===== config.mk =====
export PLATFORM = sky130hd
export DESIGN_NAME = tmds_encoder
export DESIGN_NICKNAME = d
export VERILOG_FILES = /design/src/rtl/tmds_pkg.sv /design/src/rtl/tmds_qm_stage.sv /design/src/rtl/tmds_encoder.sv
export SDC_FILE = /design/constraint.sdc
export NUM_CORES = 1
export LEC_CHECK = 0
export ABC_AREA = 0
export CAP_MARGIN = 20
export CORE_AREA = 8 8 89 91
export DETAILED_ROUTE_END_ITERATION = 16
export DIE_AREA = 0 0 97 99
export GPL_TIMING_DRIVEN = 0
export MAX_ROUTING_LAYER = met4
export PLACE_DENSITY = 0.73
export SLEW_MARGIN = 40
export SYNTH_ARGS = -nofsm -noshare
export SYNTH_HDL_FRONTEND = slang
export SYNTH_SLANG_ARGS = --single-unit

===== constraint.sdc =====
create_clock -name i_pclk -period 6.9 [get_ports i_pclk]
set_input_delay 1.38 -clock i_pclk [delete_from_list [all_inputs] [get_ports i_pclk]]
set_output_delay 1.38 -clock i_pclk [all_outputs]
set_load 0.05 [all_outputs]

===== src/rtl/tmds_pkg.sv =====
// Shared definitions for the per-lane TMDS encoder: symbol modes, fixed
// control/guard words and the TERC4 code table.
package tmds_pkg;

    typedef enum logic [1:0] {
        MODE_CTRL  = 2'd0,
        MODE_VIDEO = 2'd1,
        MODE_TERC4 = 2'd2,
        MODE_GUARD = 2'd3
    } mode_e;

    localparam logic [9:0] CTRL_TOKEN_00 = 10'b1101010100;
    localparam logic [9:0] CTRL_TOKEN_01 = 10'b0010101011;
    localparam logic [9:0] CTRL_TOKEN_10 = 10'b0101010100;
    localparam logic [9:0] CTRL_TOKEN_11 = 10'b1010101011;

    localparam logic [9:0] GB_VIDEO_0_2 = 10'b1011001100;
    localparam logic [9:0] GB_VIDEO_1   = 10'b0100110011;

    function automatic logic [9:0] ctrl_token(input logic [1:0] ctrl);
        logic [9:0] word;
        case (ctrl)
            2'b00:   word = CTRL_TOKEN_00;
            2'b01:   word = CTRL_TOKEN_01;
            2'b10:   word = CTRL_TOKEN_10;
            default: word = CTRL_TOKEN_11;
        endcase
        return word;
    endfunction

    function automatic logic [9:0] terc4_lut(input logic [3:0] nibble);
        logic [9:0] word;
        case (nibble)
            4'h0:    word = 10'b1010011100;
            4'h1:    word = 10'b1001100011;
            4'h2:    word = 10'b1011100100;
            4'h3:    word = 10'b1011100010;
            4'h4:    word = 10'b0101110001;
            4'h5:    word = 10'b0100011110;
            4'h6:    word = 10'b0110001110;
            4'h7:    word = 10'b0100111100;
            4'h8:    word = 10'b1011001100;
            4'h9:    word = 10'b0100111001;
            4'hA:    word = 10'b0110011100;
            4'hB:    word = 10'b1011000110;
            4'hC:    word = 10'b1010001110;
            4'hD:    word = 10'b1001110001;
            4'hE:    word = 10'b0101100011;
            default: word = 10'b1011000011;
        endcase
        return word;
    endfunction

endpackage


===== src/rtl/tmds_qm_stage.sv =====
// Stage 1 of the TMDS encoder: transition-minimising XOR/XNOR chain plus the
// ones/zeros counts of the result, registered alongside the symbol request.
module tmds_qm_stage
    import tmds_pkg::*;
(
    input  logic       i_pclk,
    input  logic       i_rst,
    input  logic [1:0] i_mode,
    input  logic [7:0] i_data,
    input  logic [1:0] i_ctrl,
    input  logic [3:0] i_aux,
    output logic [1:0] o_mode,
    output logic [1:0] o_ctrl,
    output logic [3:0] o_aux,
    output logic [8:0] o_qm,
    output logic [3:0] o_n1q,
    output logic [3:0] o_n0q
);

    mode_e      mode_d, mode_q;
    logic [1:0] ctrl_d, ctrl_q;
    logic [3:0] aux_d, aux_q;
    logic [8:0] qm_d, qm_q;
    logic [3:0] n1q_d, n1q_q;
    logic [3:0] n0q_d, n0q_q;
    logic [3:0] n1d;
    logic       use_xnor;

    always_comb begin
        // NOTE: every variable gets a default before any conditional write so
        // the block stays purely combinational and no latch is inferred.
        n1d      = '0;
        qm_d     = '0;
        n1q_d    = '0;
        mode_d   = mode_e'(i_mode);
        ctrl_d   = i_ctrl;
        aux_d    = i_aux;

        for (int i = 0; i < 8; i++) begin
            n1d = n1d + 4'(i_data[i]);
        end
        use_xnor = (n1d > 4'd4) || ((n1d == 4'd4) && !i_data[0]);

        qm_d[0] = i_data[0];
        for (int i = 1; i < 8; i++) begin
            qm_d[i] = use_xnor ? ~(qm_d[i-1] ^ i_data[i]) : (qm_d[i-1] ^ i_data[i]);
        end
        qm_d[8] = ~use_xnor;

        for (int i = 0; i < 8; i++) begin
            n1q_d = n1q_d + 4'(qm_d[i]);
        end
        n0q_d = 4'd8 - n1q_d;
    end

    // NOTE: sequential state is written with non-blocking assignments only.
    always_ff @(posedge i_pclk) begin
        if (i_rst) begin
            mode_q <= MODE_CTRL;
            ctrl_q <= 2'b00;
            aux_q  <= '0;
            qm_q   <= '0;
            n1q_q  <= '0;
            n0q_q  <= '0;
        end else begin
            mode_q <= mode_d;
            ctrl_q <= ctrl_d;
            aux_q  <= aux_d;
            qm_q   <= qm_d;
            n1q_q  <= n1q_d;
            n0q_q  <= n0q_d;
        end
    end

    assign o_mode = mode_q;
    assign o_ctrl = ctrl_q;
    assign o_aux  = aux_q;
    assign o_qm   = qm_q;
    assign o_n1q  = n1q_q;
    assign o_n0q  = n0q_q;

endmodule


===== src/rtl/tmds_encoder.sv =====
// Per-lane TMDS encoder: stage 1 builds qm, stage 2 applies DC balancing or
// selects the control/TERC4/guard word and registers the 10-bit symbol.
module tmds_encoder
    import tmds_pkg::*;
#(
    parameter int CHANNEL = 0
) (
    input  logic       i_pclk,
    input  logic       i_rst,
    input  logic [1:0] i_mode,
    input  logic [7:0] i_data,
    input  logic [1:0] i_ctrl,
    input  logic [3:0] i_aux,
    output logic [9:0] o_data
);

    logic [1:0] s1_mode;
    logic [1:0] s1_ctrl;
    logic [3:0] s1_aux;
    logic [8:0] s1_qm;
    logic [3:0] s1_n1q;
    logic [3:0] s1_n0q;

    tmds_qm_stage u_qm_stage (
        .i_pclk (i_pclk),
        .i_rst  (i_rst),
        .i_mode (i_mode),
        .i_data (i_data),
        .i_ctrl (i_ctrl),
        .i_aux  (i_aux),
        .o_mode (s1_mode),
        .o_ctrl (s1_ctrl),
        .o_aux  (s1_aux),
        .o_qm   (s1_qm),
        .o_n1q  (s1_n1q),
        .o_n0q  (s1_n0q)
    );

    logic [9:0]        data_d, data_q;
    logic signed [5:0] cnt_d, cnt_q;
    logic signed [5:0] diff;
    logic              qm8;

    always_comb begin
        data_d = CTRL_TOKEN_00;
        cnt_d  = '0;
        qm8    = s1_qm[8];
        diff   = $signed({2'b00, s1_n1q}) - $signed({2'b00, s1_n0q});

        case (mode_e'(s1_mode))
            MODE_VIDEO: begin
                if ((cnt_q == 6'sd0) || (s1_n1q == s1_n0q)) begin
                    data_d = {~qm8, qm8, qm8 ? s1_qm[7:0] : ~s1_qm[7:0]};
                    cnt_d  = qm8 ? (cnt_q + diff) : (cnt_q - diff);
                end else if (((cnt_q > 6'sd0) && (s1_n1q > s1_n0q)) ||
                             ((cnt_q < 6'sd0) && (s1_n0q > s1_n1q))) begin
                    data_d = {1'b1, qm8, ~s1_qm[7:0]};
                    cnt_d  = cnt_q + (qm8 ? 6'sd2 : 6'sd0) - diff;
                end else begin
                    data_d = {1'b0, qm8, s1_qm[7:0]};
                    cnt_d  = cnt_q + diff - (qm8 ? 6'sd0 : 6'sd2);
                end
            end
            MODE_CTRL:  data_d = ctrl_token(s1_ctrl);
            MODE_TERC4: data_d = terc4_lut(s1_aux);
            MODE_GUARD: data_d = (CHANNEL == 1) ? GB_VIDEO_1 : GB_VIDEO_0_2;
            default:    data_d = CTRL_TOKEN_00;
        endcase
    end

    // Any non-VIDEO symbol leaves cnt_d at its zero default, restarting disparity.
    always_ff @(posedge i_pclk) begin
        if (i_rst) begin
            data_q <= CTRL_TOKEN_00;
            cnt_q  <= '0;
        end else begin
            data_q <= data_d;
            cnt_q  <= cnt_d;
        end
    end

    assign o_data = data_q;

endmodule


==> results of run 1 <==
## worst max-delay path, stage by stage
cell and delay (ps):
buf_8 100, ha_4 260, inv_2 30, fa_1 460, fa_1 520, inv_2 40, fa_2 350, fa_1 450
nor3b_2 200, o21ai_1 90, a21oi_2 200, xnor2_2 150, ha_1 260, inv_2 60, fa_1 410, fa_1 510
inv_2 40, fa_2 360, fa_2 600, inv_2 70, ha_4 160, xnor2_2 110, nor2_1 60
## placed cells by master (no fill, tap or decap), types with 7 or more instances in the layout
cell             count
inv_1               39
mux2i_1              8
nor3_1               7
xnor2_1             28
ha_1                35
clkdlybuf4s50_1     21
xor2_1               8
nor2_1              35
nand2_1             17
nor2b_1             13
a21oi_1             16
o21ai_0             11
dfxtp_1             45
fa_1                10
clkbuf_1            10
o22ai_1              8
## how the worst min path moves through the flow
stage                end  startpoint  slack (ps)
2_1_floorplan  o_data[4]        flop         430
3_3_place_gp   o_data[4]        flop         460
3_5_place_dp   o_data[4]        flop         460
4_1_cts        o_data[4]        flop         480
5_1_grt        o_data[4]        flop         520
6_report       o_data[4]        flop         480
## repair_timing
| action | CTS | global route |
|---|---|---|
| resized for setup | 24 | 7 |
| endpoints found under the hold margin | 0 | 0 |
| hold buffers | 0 | 0 |
| pin swaps | 16 | 16 |
| setup endpoints to repair | 5 | 5 |
| setup buffers | 6 | 0 |
## cells by family after synthesis
family,after synthesis,share of synthesized area
flops,45,0.282
buf+inv,54,0.0638
simple gates,99,0.155
compound gates,68,0.144
xor+xnor,38,0.104
fa+ha+maj,50,0.226
mux,8,0.0251
## metrics by stage
stage	hold WS, ps	TNS [ps]
after floorplan	429	0
after global placement	457	-3490
after detailed placement	462	-4110
after CTS	479	-14.4
after global routing	517	-27.4
final	478	0
## layer usage
layer	vias to the layer above	share of wire	routed length [µm]	track usage
met4	0	0.0084	52	0.0343
met5	-	0	0	-
li1	1282	-	-	-
met1	1122	0.46	2810	0.170
met2	52	0.49	3040	0.232
met3	6	0.044	272	0.0287
## final cells by class
cell class	count	share of cell area
Buffer	9	0.00936
Clock buffer	7	0.0204
Clock inverter	1	0.00201
Inverter	45	0.0451
Multi-Input combinational cell	263	0.576
Sequential cell	45	0.241
Tap cell	80	0.0267
Timing Repair Buffer	31	0.0799
==> impl_metrics.json, run 1 <==
{
  "outcome": "completed",
  "yosys.area.top_type": "dfxtp_1",
  "dpl.hpwl_um": 5070,
  "multi_input_area_um2": 2150,
  "clk_pin_slew_worst_paths_ps": 80,
  "grt_antenna_before_repair": 0,
  "reg2reg_depth": 14,
  "diodes": 0,
  "crit_start": "i_data[0]",
  "hold_viol": 0,
  "drc": 0,
  "tightest_slew_ps": 575,
  "drive_gt1_frac": 0.0948,
  "r2r_end": "cnt_q[5]",
  "cts_buffers": 5,
  "crit_path_max_fanout": 3,
  "drv_slew": 0,
  "endpoint_kind": "flop",
  "fp.dieH_um": 99,
  "setup_ws_ps": 197,
  "critical_path_class": "in -> reg",
  "finalNetCount": 468,
  "yosysWarningCount": 0,
  "max_clock_freq_mhz": 149,
  "yosys-top-cells-area": "dfxtp_1 28%, ha_1 14%, xnor2_1 8.2%, fa_1 8.1%, inv_1 5.2%",
  "slew_headroom": 0.617,
  "synth_top_area_frac": 0.282,
  "setup_viol": 0,
  "place_congestion": 0.913,
  "critical_path.endpoint": "u_qm_stage.o_n0q[2]",
  "synth_nets": 430,
  "ctsHtreeMaxLevel": 2,
  "area_growth_pct": 17.2,
  "post-place-ws_ps": -914,
  "cts.sinks": 45,
  "ys.flop_type": "dfxtp_1",
  "start_util": 0.486,
  "die_w_um": 97,
  "synth_area_per_cell_um2": 8.82,
  "fillCellCount": 592,
  "netlist_top_cells_count": "45 x dfxtp_1, 44 x inv_1, 37 x ha_1",
  "rrSetupSlack_ps": 3670,
  "ant_nets": 0,
  "critical_path_required_ps": 7070,
  "ys_types": 45,
  "vias": 2462,
  "place_inst": 467,
  "final_area_um2": 3740,
  "rows": 30,
  "crit_arrival_ps": 6880,
  "post-route-min-period_ps": 6700,
  "ios": 28,
  "placed_cell_area_um2": 3560,
  "cap_violations": 0,
  "hold_depth": 2,
  "yosysSeqAreaShare": 0.282,
  "rsz0062_at_grt": "true",
  "clk_latency_ps": 290,
  "regArea_um2": 901,
  "ys_ff_latch": 45,
  "cp-start-kind": "input port",
  "drtIter0Drc": 64,
  "min_path_type": "reg -> reg",
  "fin_crit_sh": 0.971,
  "synth_edf_count": 0,
  "reg2reg_from": "u_qm_stage.o_n1q[1]",
  "fin_skew_ps": 7.54,
  "synthArstFlopShare": 0,
  "grt_pass1_vias": 2481,
  "grt_usage": 0.140,
  "grt_first_pass_wirelength_um": 11200,
  "dieArea_um2": 9600,
  "routed_wl_um": 6180,
  "clk_path_buf_depth": 2,
  "mappedNetlistArea_um2": 3190,
  "clk_root_buffer_cell": "clkbuf_8",
  "final_core_util": 0.570,
  "design.core.area_um2": 6570,
  "grt_max_degree": 14,
  "grt.overflow.total": 0,
  "stdcell_count": 481,
  "viasPerCell": 5.12,
  "cts_tree": "built",
  "io_buffers": 25,
  "firstDrtPassIters": 4,
  "syn_inst": 362,
  "synth_most_common_cell": "dfxtp_1",
  "wire_per_inst_um": 12.8
}
Power of run 1 is not shown: default switching activity piles up to over one toggle a cycle in this logic, so the estimate is an artifact.
==> inputs of run 2 (changes only) <==
- RECOVER_POWER: unset -> 100
- TNS_END_PERCENT: unset -> 30
==> run 2 against run 1 <==
Net effect:
- die area unchanged
- hold slack better by 1.1 ps
- utilization down 0.46 points
- register-to-register slack about the same
- routed wire length up 0.21%
- first-iteration DRC count down 9.4%
- sequential share of layout area up 0.19 points
- cell count unchanged
- fmax down 0.48%
- count of clock-buffer cells in the layout unchanged
- critical path type unchanged
==> impl_metrics.json, run 2 (synthesized netlist as in run 1, its figures left out) <==
{
  "setup_viol": 0,
  "hold_depth": 2,
  "final_cell_mix": "45 x dfxtp_1, 39 x inv_1, 35 x nor2_1, 35 x ha_1, 28 x xnor2_1",
  "clk_pin_slew_worst_paths_ps": 80,
  "clk_path_buf_depth": 2,
  "post-place-ws_ps": -914,
  "io_buffers": 25,
  "max_clock_freq_mhz": 148,
  "drc": 0,
  "fin_crit_sh": 0.976,
  "start_util": 0.486,
  "final_area_um2": 3710,
  "diodes": 0,
  "fp.dieH_um": 99,
  "crit_path_max_fanout": 3,
  "clk_root_buffer_cell": "clkbuf_8",
  "top_layer": "met4",
  "met1_length_um": 2820,
  "drive_gt1_frac": 0.0848,
  "clk_latency_ps": 290,
  "mostFrequentLayoutCell": "dfxtp_1",
  "ios": 28,
  "placed_cell_area_um2": 3560,
  "firstDrtPassIters": 4,
  "finalNetCount": 468,
  "routed_wl_um": 6190,
  "rows": 30,
  "grt_usage": 0.140,
  "cts_tree": "built",
  "grt_max_degree": 14,
  "rsz0062_at_grt": "true",
  "grt.overflow.total": 0,
  "place_congestion": 0.913,
  "post-route-min-period_ps": 6730,
  "cap_violations": 0,
  "drv_slew": 0,
  "dpl.hpwl_um": 5070,
  "wl_met2_um": 3020,
  "grt_first_pass_wirelength_um": 11200,
  "critical_path_required_ps": 7070,
  "hold_viol": 0,
  "grt_antenna_before_repair": 0,
  "min_path_type": "reg -> reg",
  "wire_per_inst_um": 12.9,
  "dieArea_um2": 9600,
  "outcome": "completed",
  "final_core_util": 0.565,
  "die_w_um": 97,
  "cp-start-kind": "input port",
  "design.core.area_um2": 6570,
  "cts.sinks": 45,
  "cts_buffers": 5,
  "vias": 2457,
  "critical_path_class": "in -> reg",
  "crit_arrival_ps": 6910,
  "ctsHtreeMaxLevel": 2,
  "viasPerCell": 5.11,
  "area_growth_pct": 16.2,
  "grt_pass1_vias": 2484,
  "met3_length_um": 305,
  "reg2reg_depth": 14,
  "fin_skew_ps": 9.02,
  "ant_nets": 0,
  "drtIter0Drc": 58,
  "setup_ws_ps": 165,
  "endpoint_kind": "flop",
  "hold_slack_ps": 479,
  "ctsHoldBuffers": 0,
  "tightest_slew_ps": 1010,
  "slew_headroom": 0.325
}
run 2: area by class of cell:
cell class | count | area [µm²]
Fill cell | 599 | 2860
Multi-Input combinational cell | 263 | 2120
Sequential cell | 45 | 901
Timing Repair Buffer | 31 | 299
Inverter | 45 | 169
Tap cell | 80 | 100
Clock buffer | 7 | 76.3
Buffer | 9 | 35.0
Clock inverter | 1 | 7.51
run 2: worst paths after layout:
kind | from | end | slack (ps)
max reg2reg | u_qm_stage.o_n1q[1] | cnt_q[5] | 3680
min reg2reg | flop | o_data[4] | 480
max | i_data[0] | u_qm_stage.o_n0q[2] | 170
min | flop | o_data[4] | 480
run 2: repair_timing:
action / CTS / global route
setup buffers: 6 / 0
setup endpoints to repair: 5 / 5
resized for setup: 23 / 7
pin swaps: 16 / 16
run 2: per-stage QoR:
stage	TNS (ps)	instances
3_5_place_dp	-4110	467
3_3_place_gp	-3490	467
2_1_floorplan	0	362
5_1_grt	-66.4	481
6_report	0	481
4_1_cts	-21.7	481
run 2: critical path: stages:
cell and delay (ps):
buf_8 100, ha_4 260, inv_2 30, fa_1 460
fa_1 520, inv_2 40, fa_2 350, fa_1 450
nor3b_2 200, o21ai_1 90, a21oi_2 200, xnor2_2 150
ha_1 260, inv_2 60, fa_1 410, fa_1 510
inv_2 40, fa_2 360, fa_2 590, inv_2 60
ha_4 160, xnor2_2 150, nor2_1 70
run 2: metal layers:
layer,track usage,vias up
li1,-,1279
met1,0.170,1108
met2,0.231,64
met3,0.0287,6
met4,0.0343,0
met5,-,-
Power of run 2 is left out for the same reason.
